--- src/rtl/dvp_pkg.sv ---
// Shared types and constants for the DVP camera-emulator source.
// Holds the frame FSM states, the colour-bar palette and the counter width helper.
package dvp_pkg;

    typedef enum logic [2:0] {
        ST_IDLE,
        ST_VSYNC,
        ST_VBACK,
        ST_LINE,
        ST_HBLANK,
        ST_VFRONT
    } dvp_state_t;

    localparam logic [15:0] RGB_WHITE   = 16'hFFFF;
    localparam logic [15:0] RGB_YELLOW  = 16'hFFE0;
    localparam logic [15:0] RGB_CYAN    = 16'h07FF;
    localparam logic [15:0] RGB_GREEN   = 16'h07E0;
    localparam logic [15:0] RGB_MAGENTA = 16'hF81F;
    localparam logic [15:0] RGB_RED     = 16'hF800;
    localparam logic [15:0] RGB_BLUE    = 16'h001F;
    localparam logic [15:0] RGB_BLACK   = 16'h0000;

    // Bits needed for a counter running 0 .. n-1 (at least one bit).
    function automatic int unsigned cnt_width(input int unsigned n);
        return (n <= 1) ? 1 : $clog2(n);
    endfunction

    function automatic logic [15:0] bar_color(input logic [2:0] idx);
        logic [15:0] c;
        case (idx)
            3'd0:    c = RGB_WHITE;
            3'd1:    c = RGB_YELLOW;
            3'd2:    c = RGB_CYAN;
            3'd3:    c = RGB_GREEN;
            3'd4:    c = RGB_MAGENTA;
            3'd5:    c = RGB_RED;
            3'd6:    c = RGB_BLUE;
            default: c = RGB_BLACK;
        endcase
        return c;
    endfunction

endpackage

--- src/rtl/dvp_colorbar.sv ---
// Eight-bar RGB565 test pattern; pixel for column x appears one cycle after x,
// matching the read latency of the upstream pixel FIFO.
module dvp_colorbar
    import dvp_pkg::*;
#(
    parameter int H_ACTIVE = 640,
    parameter int XW       = cnt_width(H_ACTIVE)
) (
    input  logic          sclk,
    input  logic          s_rst,
    input  logic [XW-1:0] x,
    output logic [15:0]   pix
);

    logic [31:0] x8;
    logic [2:0]  idx;
    logic [15:0] pix_d;
    logic [15:0] pix_q;

    // Bar index = floor(x*8/H_ACTIVE), found by counting thresholds passed.
    always_comb begin
        x8  = 32'(x) << 3;
        idx = '0;
        for (int unsigned k = 1; k < 8; k++) begin
            if (x8 >= k * 32'(H_ACTIVE)) begin
                idx = idx + 3'd1;
            end
        end
        pix_d = bar_color(idx);
    end

    always_ff @(posedge sclk) begin
        if (s_rst) begin
            pix_q <= '0;
        end else begin
            pix_q <= pix_d;
        end
    end

    assign pix = pix_q;

endmodule

--- src/rtl/dvp_tx.sv ---
// OV5640-style DVP source: frame/line timing FSM, FIFO fetch control and
// high-byte-first RGB565 serialiser, with an optional colour-bar pattern.
module dvp_tx
    import dvp_pkg::*;
#(
    parameter int   H_ACTIVE  = 640,
    parameter int   H_BLANK   = 160,
    parameter int   V_ACTIVE  = 480,
    parameter int   VSYNC_LEN = 8,
    parameter int   V_BACK    = 32,
    parameter int   V_FRONT   = 32,
    parameter logic VSYNC_POL = 1'b1
) (
    input  logic        sclk,
    input  logic        s_rst,
    input  logic        en,
    input  logic        test_mode,
    output logic        pix_rd_en,
    input  logic [15:0] pix_data,
    input  logic        pix_empty,
    output logic        dvp_vsync,
    output logic        dvp_href,
    output logic [7:0]  dvp_data,
    output logic        frame_done,
    output logic        underflow
);

    localparam int CM1  = (H_BLANK > V_BACK) ? H_BLANK : V_BACK;
    localparam int CM2  = (V_FRONT > VSYNC_LEN) ? V_FRONT : VSYNC_LEN;
    localparam int CMAX = (CM1 > CM2) ? CM1 : CM2;

    localparam int unsigned XW = cnt_width(H_ACTIVE);
    localparam int unsigned YW = cnt_width(V_ACTIVE);
    localparam int unsigned CW = cnt_width(CMAX);

    localparam logic [CW-1:0] VS_LAST  = CW'(VSYNC_LEN - 1);
    localparam logic [CW-1:0] VB_LAST  = CW'(V_BACK - 1);
    localparam logic [CW-1:0] VB_FETCH = CW'(V_BACK - 2);
    localparam logic [CW-1:0] HB_LAST  = CW'(H_BLANK - 1);
    localparam logic [CW-1:0] HB_FETCH = CW'(H_BLANK - 2);
    localparam logic [CW-1:0] VF_LAST  = CW'(V_FRONT - 1);
    localparam logic [XW-1:0] X_LAST   = XW'(H_ACTIVE - 1);
    localparam logic [YW-1:0] Y_LAST   = YW'(V_ACTIVE - 1);

    generate
        if (H_BLANK < 2 || V_BACK < 2) begin : g_param_check
            $error("dvp_tx: H_BLANK and V_BACK must both be at least 2");
        end
    endgenerate

    dvp_state_t    state_q, state_d;
    logic [CW-1:0] cnt_q, cnt_d;
    logic [XW-1:0] x_q, x_d;
    logic [YW-1:0] y_q, y_d;
    logic          ph_q, ph_d;
    logic          mode_q, mode_d;
    logic [7:0]    lo_q, lo_d;
    logic          empty_q, empty_d;
    logic          rd_en_q, rd_en_d;
    logic          vsync_q, vsync_d;
    logic          href_q, href_d;
    logic [7:0]    data_q, data_d;
    logic          done_q, done_d;
    logic          uf_q, uf_d;

    logic [XW-1:0] bar_x;
    logic [15:0]   bar_pix;
    logic [15:0]   pix_word;

    // The pixel fetched in this cycle: column 0 from blanking, else the next column.
    assign bar_x = (state_q == ST_LINE) ? x_q + XW'(1) : '0;

    dvp_colorbar #(
        .H_ACTIVE (H_ACTIVE),
        .XW       (XW)
    ) u_bars (
        .sclk  (sclk),
        .s_rst (s_rst),
        .x     (bar_x),
        .pix   (bar_pix)
    );

    always_comb begin
        state_d = state_q;
        cnt_d   = cnt_q;
        x_d     = x_q;
        y_d     = y_q;
        ph_d    = ph_q;
        mode_d  = mode_q;

        case (state_q)
            ST_IDLE: begin
                if (en) begin
                    state_d = ST_VSYNC;
                    mode_d  = test_mode;
                end
            end
            ST_VSYNC: begin
                if (cnt_q == VS_LAST) begin
                    state_d = ST_VBACK;
                    cnt_d   = '0;
                end else begin
                    cnt_d = cnt_q + CW'(1);
                end
            end
            ST_VBACK: begin
                if (cnt_q == VB_LAST) begin
                    state_d = ST_LINE;
                    cnt_d   = '0;
                end else begin
                    cnt_d = cnt_q + CW'(1);
                end
            end
            ST_LINE: begin
                ph_d = ~ph_q;
                if (ph_q) begin
                    if (x_q == X_LAST) begin
                        state_d = ST_HBLANK;
                        x_d     = '0;
                    end else begin
                        x_d = x_q + XW'(1);
                    end
                end
            end
            ST_HBLANK: begin
                if (cnt_q == HB_LAST) begin
                    cnt_d = '0;
                    if (y_q == Y_LAST) begin
                        state_d = ST_VFRONT;
                        y_d     = '0;
                    end else begin
                        state_d = ST_LINE;
                        y_d     = y_q + YW'(1);
                    end
                end else begin
                    cnt_d = cnt_q + CW'(1);
                end
            end
            ST_VFRONT: begin
                if (cnt_q == VF_LAST) begin
                    cnt_d = '0;
                    if (en) begin
                        state_d = ST_VSYNC;
                        mode_d  = test_mode;
                    end else begin
                        state_d = ST_IDLE;
                    end
                end else begin
                    cnt_d = cnt_q + CW'(1);
                end
            end
            default: state_d = ST_IDLE;
        endcase

        // Outputs are decoded from next-state values so the registers line up with state_q.
        rd_en_d = ~mode_d &
                  (((state_d == ST_VBACK)  && (cnt_d == VB_FETCH)) ||
                   ((state_d == ST_HBLANK) && (cnt_d == HB_FETCH) && (y_d != Y_LAST)) ||
                   ((state_d == ST_LINE)   && !ph_d && (x_d != X_LAST)));

        empty_d  = rd_en_q ? pix_empty : empty_q;
        uf_d     = uf_q | (rd_en_q & pix_empty);
        pix_word = mode_q ? bar_pix : (empty_q ? 16'h0000 : pix_data);

        lo_d   = lo_q;
        data_d = '0;
        if (state_d == ST_LINE) begin
            if (ph_d) begin
                data_d = lo_q;
            end else begin
                data_d = pix_word[15:8];
                lo_d   = pix_word[7:0];
            end
        end

        vsync_d = (state_d == ST_VSYNC) ? VSYNC_POL : ~VSYNC_POL;
        href_d  = (state_d == ST_LINE);
        done_d  = (state_d == ST_VFRONT) && (cnt_d == VF_LAST);
    end

    always_ff @(posedge sclk) begin
        if (s_rst) begin
            state_q <= ST_IDLE;
            cnt_q   <= '0;
            x_q     <= '0;
            y_q     <= '0;
            ph_q    <= 1'b0;
            mode_q  <= 1'b0;
            lo_q    <= '0;
            empty_q <= 1'b0;
            rd_en_q <= 1'b0;
            vsync_q <= ~VSYNC_POL;
            href_q  <= 1'b0;
            data_q  <= '0;
            done_q  <= 1'b0;
            uf_q    <= 1'b0;
        end else begin
            state_q <= state_d;
            cnt_q   <= cnt_d;
            x_q     <= x_d;
            y_q     <= y_d;
            ph_q    <= ph_d;
            mode_q  <= mode_d;
            lo_q    <= lo_d;
            empty_q <= empty_d;
            rd_en_q <= rd_en_d;
            vsync_q <= vsync_d;
            href_q  <= href_d;
            data_q  <= data_d;
            done_q  <= done_d;
            uf_q    <= uf_d;
        end
    end

    assign pix_rd_en  = rd_en_q;
    assign dvp_vsync  = vsync_q;
    assign dvp_href   = href_q;
    assign dvp_data   = data_q;
    assign frame_done = done_q;
    assign underflow  = uf_q;

endmodule
--- config.mk ---
export PLATFORM = sky130hd
export DESIGN_NAME = dvp_tx
export DESIGN_NICKNAME = d
export VERILOG_FILES = /design/src/rtl/dvp_pkg.sv /design/src/rtl/dvp_colorbar.sv /design/src/rtl/dvp_tx.sv
export SDC_FILE = /design/constraint.sdc
export NUM_CORES = 1
export LEC_CHECK = 0
export CORE_MARGIN = 2
export CORE_UTILIZATION = 30
export CTS_CLUSTER_DIAMETER = 80
export DETAILED_ROUTE_END_ITERATION = 7
export HOLD_SLACK_MARGIN = 0.02
export MAX_ROUTING_LAYER = met4
export PLACE_DENSITY_LB_ADDON = 0.05
export SLEW_MARGIN = 20
export SYNTH_ARGS = -nofsm -noshare
export SYNTH_HDL_FRONTEND = slang
export SYNTH_SLANG_ARGS = --single-unit
--- constraint.sdc ---
create_clock -name sclk -period 7.8 [get_ports sclk]
set_input_delay 1.17 -clock sclk [delete_from_list [all_inputs] [get_ports sclk]]
set_output_delay 1.17 -clock sclk [all_outputs]
set_load 0.05 [all_outputs]
==> impl_metrics.py <==
metrics = {
    "drt": {
        "drt_iter0_markers": 176,
        "vias": 3390,
        "remaining_drc_errors": 0,
        "firstDrtPassIters": 5,
        "ant_nets": 0,
        "wl_per_cell_um": 15.6,
        "viasPerCell": 5.34,
        "drt_wl_total_um": 9930,
    },
    "grt": {
        "grt_use_met2": 0.252,
        "grt_start_max_net_pins": 47,
        "grt.total_usage": 0.165,
        "grt_pass1_vias": 3252,
        "antenna_found_initial": 0,
        "busiest_layer": "met2",
        "use_met3": 0.0439,
        "grtUsageMet1": 0.216,
        "grt-ovfl-total": 0,
        "grt_pass1_wl_um": 16600,
    },
    "placement": {
        "dp_cells": 619,
        "dp_hpwl_um": 7220,
        "pre_cts_slack_ps": 2510,
        "port-buffer-count": 33,
        "place_congestion": 0.861,
    },
    "clocking": {
        "cts.repair.resized": 0,
        "worstSkewPairLatency_ps": 330,
        "cts_tree": "yes",
        "path_clk_slew_ps": 50,
        "cts_hold_buf": 0,
        "cts-root-buf": "clkbuf_16",
        "h-tree-depth": 3,
        "clock_path_buffers": 2,
        "cts_buffers": 9,
        "cts_setup_buffers": 0,
        "clock-sinks": 57,
    },
    "worst_setup_path": {
        "path_max_fanout": 11,
        "worstPathRequired_ps": 7980,
        "crit_path_frequent_cell": "ha_1",
        "crit_slowest_cell": "dfxtp_1",
        "worstSetupPathType": "reg2reg",
        "path_delay_family": "simple AND/OR/NAND/NOR gates",
        "crit_chain": "ha_1 > nand3_4 > nor3_4 > nand4_1 > o311ai_0 > nand2_1 > ha_1 > nor3b_1 > a21oi_1 > ha_1 > nor3b_1 > a211oi_1 > ha_1 > nand2_1 > nand2_1 > ha_1 > nor2_1 > a31oi_1 > ha_1 > nand2_1 > xnor3_1 > xor2_1 > nor2_1",
        "cp.arrival_ps": 5470,
        "critPathCaptureType": "flop",
        "path_buf_inv": 0,
        "critPathLaunchType": "flop",
        "slowest_delay_ps": 480,
    },
    "min_path": {
        "hold_path_class": "reg2reg",
    },
    "timing": {
        "fmax_ghz": 0.189,
        "setup_viol": 0,
        "period_minus_slack_ps": 5290,
        "hold_viol_final": 0,
        "clock-skew-final_ps": 5.16,
        "worst_hold_slack_ps": 477,
        "tightest_slew_ps": 927,
        "layout_setup_ws_ps": 2510,
        "rsz0062_at_grt": "no",
        "drv_slew": 0,
        "max_slew_margin": 0.382,
        "setup_tns_ps": 0,
        "min_period_over_period": 0.679,
    },
    "logic_synthesis": {
        "synth_flop_cell": "dfxtp_1",
        "yosysWarningCount": 0,
        "synth_edf_count": 0,
        "yosysUniqueCellTypes": 76,
        "synth-seq-cells": 57,
        "async_flop_share": 0,
        "yosysSeqAreaShare": 0.311,
        "syn_avg_cell_area_um2": 7.86,
        "synthCells": 466,
        "synth_area_um2": 3660,
        "syn_nets": 496,
    },
    "finish": {
        "areaGrowthSynthToFinish_pct": 18.0,
        "drive_gt1_frac": 0.0799,
        "layout_commonest_cell": "nor2_1",
        "stdcell_count": 635,
        "diodes": 0,
        "mostFrequentLayoutCells": "70 x nor2_1, 57 x dfxtp_1, 43 x nand2_1",
        "fillers": 1234,
        "nets": 513,
    },
    "floorplanning": {
        "start_util": 0.306,
        "io_pins": 34,
        "core_um2": 12000,
        "die_w_um": 115,
        "die-area_um2": 13100,
        "rows": 40,
        "fp.dieH_um": 115,
    },
    "power": {
        "vdd_drop_max_uv": 91.5,
        "p_leak_uw": 0.00151,
        "powerDensity_nw_per_um2": 170,
    },
    "job": {
        "cap_violations": 0,
    },
    "status": {
        "status": "finished, final reports clean",
    },
}
-- worst min-delay path, cell delays in order, from the launching register on --
cell	delay [ps]
dfxtp_1	330
a21oi_1	40
nor2_1	70
-- Yosys cell counts, types with 3 or more instances --
master    number  share of area
a211oi_1      15          0.031
a21o_1         3         0.0061
a21oi_1       39          0.053
a22oi_1        5          0.010
a311oi_1       7          0.017
a31oi_1        3         0.0051
and2_1         4         0.0068
and3_1         3         0.0051
buf_2         10          0.014
buf_6          3         0.0092
clkbuf_1      13          0.013
dfxtp_1       57           0.31
ha_1           9          0.031
inv_1         12          0.012
mux2i_1        4          0.011
nand2_1       43          0.044
nand2b_1       7          0.012
nand3_1       16          0.022
nand4_1        7          0.012
nor2_1        71          0.073
nor3_1        13          0.018
nor3b_1        5          0.010
nor4_1         9          0.015
o21ai_0       18          0.025
o22ai_1        3         0.0051
o31ai_1        4         0.0082
or3_1          7          0.012
xnor2_1        9          0.022
xor2_1        13          0.031
-- layout make-up --
class	count	area, µm²	share of cell area
Timing Repair Buffer	35	340	0.0787
Multi-Input combinational cell	368	2320	0.537
Tap cell	147	184	0.0425
Sequential cell	57	1140	0.264
Inverter	12	45.0	0.0104
Clock buffer	13	250	0.0579
Clock inverter	3	40.0	0.00926
-- power by group --
part	internal, µW	total [µW]	leakage [µW]	switching [µW]
Clock	255	394	0.000144	139
Combinational	18.1	41.7	0.000904	23.5
Sequential	295	298	0.000461	2.86
-- per-stage QoR --
| step | util | cell area, µm² | total power [µW] |
|---|---|---|---|
| after global routing | 0.361 | 4320 | 766 |
| after CTS | 0.361 | 4320 | 745 |
| after floorplan | - | 3660 | 328 |
| after global placement | 0.337 | 4030 | 346 |
| final | 0.361 | 4320 | 733 |
| after detailed placement | 0.337 | 4030 | 346 |
-- final timing paths --
check	start	end	slack, ps	depth (start not counted)
setup / recovery	x_q[0]	u_bars.pix[10]	2510	23
hold / removal	underflow	underflow	480	2
setup reg to reg	x_q[0]	u_bars.pix[10]	2510	23
hold reg to reg	underflow	underflow	480	2
-- sequential cells by signal, indices dropped and copies added (netlist names) --
register and cells:
empty_q 1, dvp_data 8, frame_done 1, x_q 10, u_bars.pix 3, cnt_q 8
ph_q 1, lo_q 8, mode_q 1, dvp_href 1, dvp_vsync 1, pix_rd_en 1
underflow 1, state_q 3, y_q 9
-- per-layer routing --
layer  wire length, µm  up-vias
li1                  -     1734
met1              4880     1593
met2              4620       55
met3               314        8
met4               116        0
met5                 0        -
-- cells by family after synthesis --
logic type,synth area share
buffers and inverters,0.0553
muxes,0.0147
DFF,0.311
xor gates and xnor gates,0.0632
and+or+nand+nor,0.297
adders and majority gates,0.0307
AOI/OAI and AO/OA,0.227
Note: power is estimated with default switching activity, not from simulation.
==> RTL change 1, RTL diff (config.mk and constraints unchanged) <==
`VSYNC_LEN`: 8 -> 32.
--- a/src/rtl/dvp_tx.sv
+++ b/src/rtl/dvp_tx.sv
@@ -7,5 +7,5 @@
     parameter int   H_BLANK   = 160,
     parameter int   V_ACTIVE  = 480,
-    parameter int   VSYNC_LEN = 8,
+    parameter int   VSYNC_LEN = 32,
     parameter int   V_BACK    = 32,
     parameter int   V_FRONT   = 32,
Behaviour: not the same (a bounded check fails within 10 cycles, from zero or initial values and one cycle with s_rst high).
==> RTL change 1 against the original RTL <==
- global-route usage is 0.28 points lower
- wire length is 1.5% higher
- critical path type unchanged
- setup slack better by 0.15 ns
- sequential share of layout area is 1.3 points lower
- combinational power is 2% lower
- critical endpoint unchanged
- power is 11% higher
- via count is 1.9% higher
- sequential cell count stayed put
- utilization is 0.30 points higher
- die area is 3.2% higher
- sequential power hardly changed
- non-clock buffer count is 1 higher
- cell area is 5.1% higher
- synthesized area is 3.3% higher
==> RTL change 1: results (changes against the original RTL) <==
Route
  • WL final: 10080 um (+1.5%)
  • DR iter-0 viols: 190 (+8.0%)
  • M1 WL: 5136 um (+5.3%)

GRT
  • Via count of the first global-routing pass: 3200 (-1.6%)
  • Pin count of the biggest net entering global routing: 49 (+4.3%)
  • Met2 Track Usage GR: 23.53% (-1.7 points)
  • M1 GR Usage: 22.00% (+0.43 points)
  • Gr usage total: 16.22% (-0.28 points)
  • Global Route met3 Usage: 3.996% (-0.40 points)

Cells and area
  • Non-clk bufs: 36 (+2.9%)
  • Fillers: 1302 (+5.5%)
  • Ratio of cells with drive above 1 in the final layout: 8.607% (+0.61 points)
  • NonClk Buf Share: 7.656% (-0.22 points)

Timing
  • WHS: 0.4789 ns (+0.001776 ns)
  • Fin Clk Skew: 0.01025 ns (+0.005095 ns)
  • Tightest Pin Transition: 1.016 ns (+0.08849 ns)

Critical path
  • CP max FO: 9 (-2)
  • Flop2flop setup slack: 2.66 ns (+0.15 ns)

Placed design
  • DP Area: 4190 sq um (+4.0%)

Logic synthesis
  • Most instantiated cells after synthesis: dfxtp_1 (57), nor2_1 (57), a21oi_1 (43)
  • Synthesized Nets: 495 (-0.20%)
  • Synth Instances: 465 (-0.21%)
  • Netlist cell types: 85 (+12%)
  • Sequential share of the synthesized area: 30.14% (-1.0 points)

Status
  • Outcome: finished clean

Die
  • Cell Rows: 41 (+2.5%)

Power and ir drop
  • Peak supply drop: 0.07739 mV (-15%)
[RTL change 1: cell types whose count changed in the layout (fill, tap and decap cells not counted), sizes merged, moves of 5 or more]
cell and change:
nor2b +8, o211ai +5, nand2 -14, xor2 -5, nand3 -6, nor2 -14
[RTL change 1: power breakdown]
group          leakage (nW)  switching, mW  internal (mW)  total (mW)
Sequential            0.461        0.00338          0.294       0.297
Combinational         0.931         0.0216         0.0193      0.0409
Clock                 0.165          0.152          0.322       0.474
Total                  1.56          0.177          0.635       0.812
[RTL change 1: kinds of logic (layout without fill, tap and decap cells)]
kind of cell | Yosys count | after routing | share of synthesized area (%)
compound gates | 133 | 133 | 24.32
xor+xnor | 22 | 22 | 5.849
fa+ha+maj | 9 | 9 | 2.974
buf+inv | 43 | 66 | 5.585
flops | 57 | 57 | 30.14
mux | 8 | 8 | 2.280
simple gates | 193 | 193 | 28.85
==> RTL change 2, RTL diff (same flow settings) <==
Without the edit above. Register the output `underflow` once more, cleared by the reset; this adds one clock of latency there. The other outputs are not delayed to match.
--- a/src/rtl/dvp_tx.sv
+++ b/src/rtl/dvp_tx.sv
@@ -218,5 +218,11 @@
     assign dvp_data   = data_q;
     assign frame_done = done_q;
-    assign underflow  = uf_q;
+    always_ff @(posedge sclk) begin
+        if (s_rst) begin
+            underflow <= '0;
+        end else begin
+            underflow <= uf_q;
+        end
+    end
 
 endmodule
Behaviour: same outputs for any inputs over 10 cycles, from zero or initial values and one cycle with s_rst high; that may be too few to reach the edited logic, so the function may still have changed.
==> RTL change 2 against the original RTL <==
- sequential cell count is 1 higher
- synthesized area is 12% higher
- global-route usage decreased by 0.48 points
- hold slack worse by 0.011 ns
- maximum frequency up 0.66%
- power up 0.21%
- clock skew is 0.0050 ns higher
- setup slack better by 0.034 ns
- cell area increased by 9.5%
- wire length rose by 8.0%
- sequential share of layout area is 1.9 points lower
- critical endpoint unchanged
- highest routed layer unchanged
==> RTL change 2: results (changes against the original RTL) <==
Critical path
  • Crit path DAT: 5.53 ns (+0.06 ns)
  • Max incr delay on CP: 0.55 ns (+0.07 ns)
  • Flop2flop setup slack: 2.54 ns (+0.03 ns)

Power and ir drop
  • Peak supply drop: 0.08606 mV (-6.0%)
  • Leak: 1.587 nW (+5.2%)
  • PwrDens: 155.2 nW/um^2 (-8.5%)

Logic synthesis
  • Post-Synth XOR/XNOR Area: 5.321% (-1.0 points)
  • Mux contribution to synthesized area: 1.223% (-0.25 points)
  • Synth Area in Adders: 2.752% (-0.32 points)
  • Most instantiated cells after synthesis: nor2_1 (69), dfxtp_1 (58), a21oi_1 (43)

Status
  • Outcome: finished clean

Placed design
  • GP Congestion: 0.8351 (-3.0%)
  • DP Area: 4436 sq um (+10%)

Cells and area
  • Multi-input gates: 392 (+6.5%)
  • Seq area share: 24.54% (-1.9 points)
  • Inverters: 17 (+5)

Route
  • Drt pass-1 iters: 4 (-1)
  • DR iter-0 viols: 163 (-7.4%)

Clocking
  • Sinks on Clock Net: 58 (+1.8%)

Timing
  • Rel. slew slack: 28.27% (-9.9 points)
  • Fin Clk Skew: 0.01018 ns (+0.005020 ns)

GRT
  • Gr usage total: 16.02% (-0.48 points)
  • Pin count of the biggest net entering global routing: 51 (+8.5%)

Worst hold path
  • Hold Path Cell Cnt: 1 (-1)

Die
  • Placeable Area: 13300 sq um (+11%)
[RTL change 2: power by group]
group | leakage, nW | total (mW) | switching [mW] | internal (mW)
sequential | 0.469 | 0.303 | 0.00371 | 0.299
combinational | 0.969 | 0.0355 | 0.0186 | 0.0168
clock | 0.149 | 0.396 | 0.142 | 0.255
total | 1.59 | 0.735 | 0.164 | 0.571
[RTL change 2: metal layers]
layer / up-vias / track usage, % / routed length (um)
li1: 1868 / - / -
met1: 1714 / 21.15 / 5330
met2: 52 / 24.58 / 4872
met3: 19 / 2.642 / 333
met4: 0 / 6.105 / 193
met5: - / - / 0
[RTL change 2: stage by stage]
stage          power, mW  setup WS (ns)  cells
6_report          0.7346          2.540    695
2_1_floorplan     0.3285          3.326    506
5_1_grt           0.7660          2.128    695
4_1_cts           0.7499          2.570    695
3_5_place_dp      0.3451          2.598    679
3_3_place_gp      0.3452          2.713    679
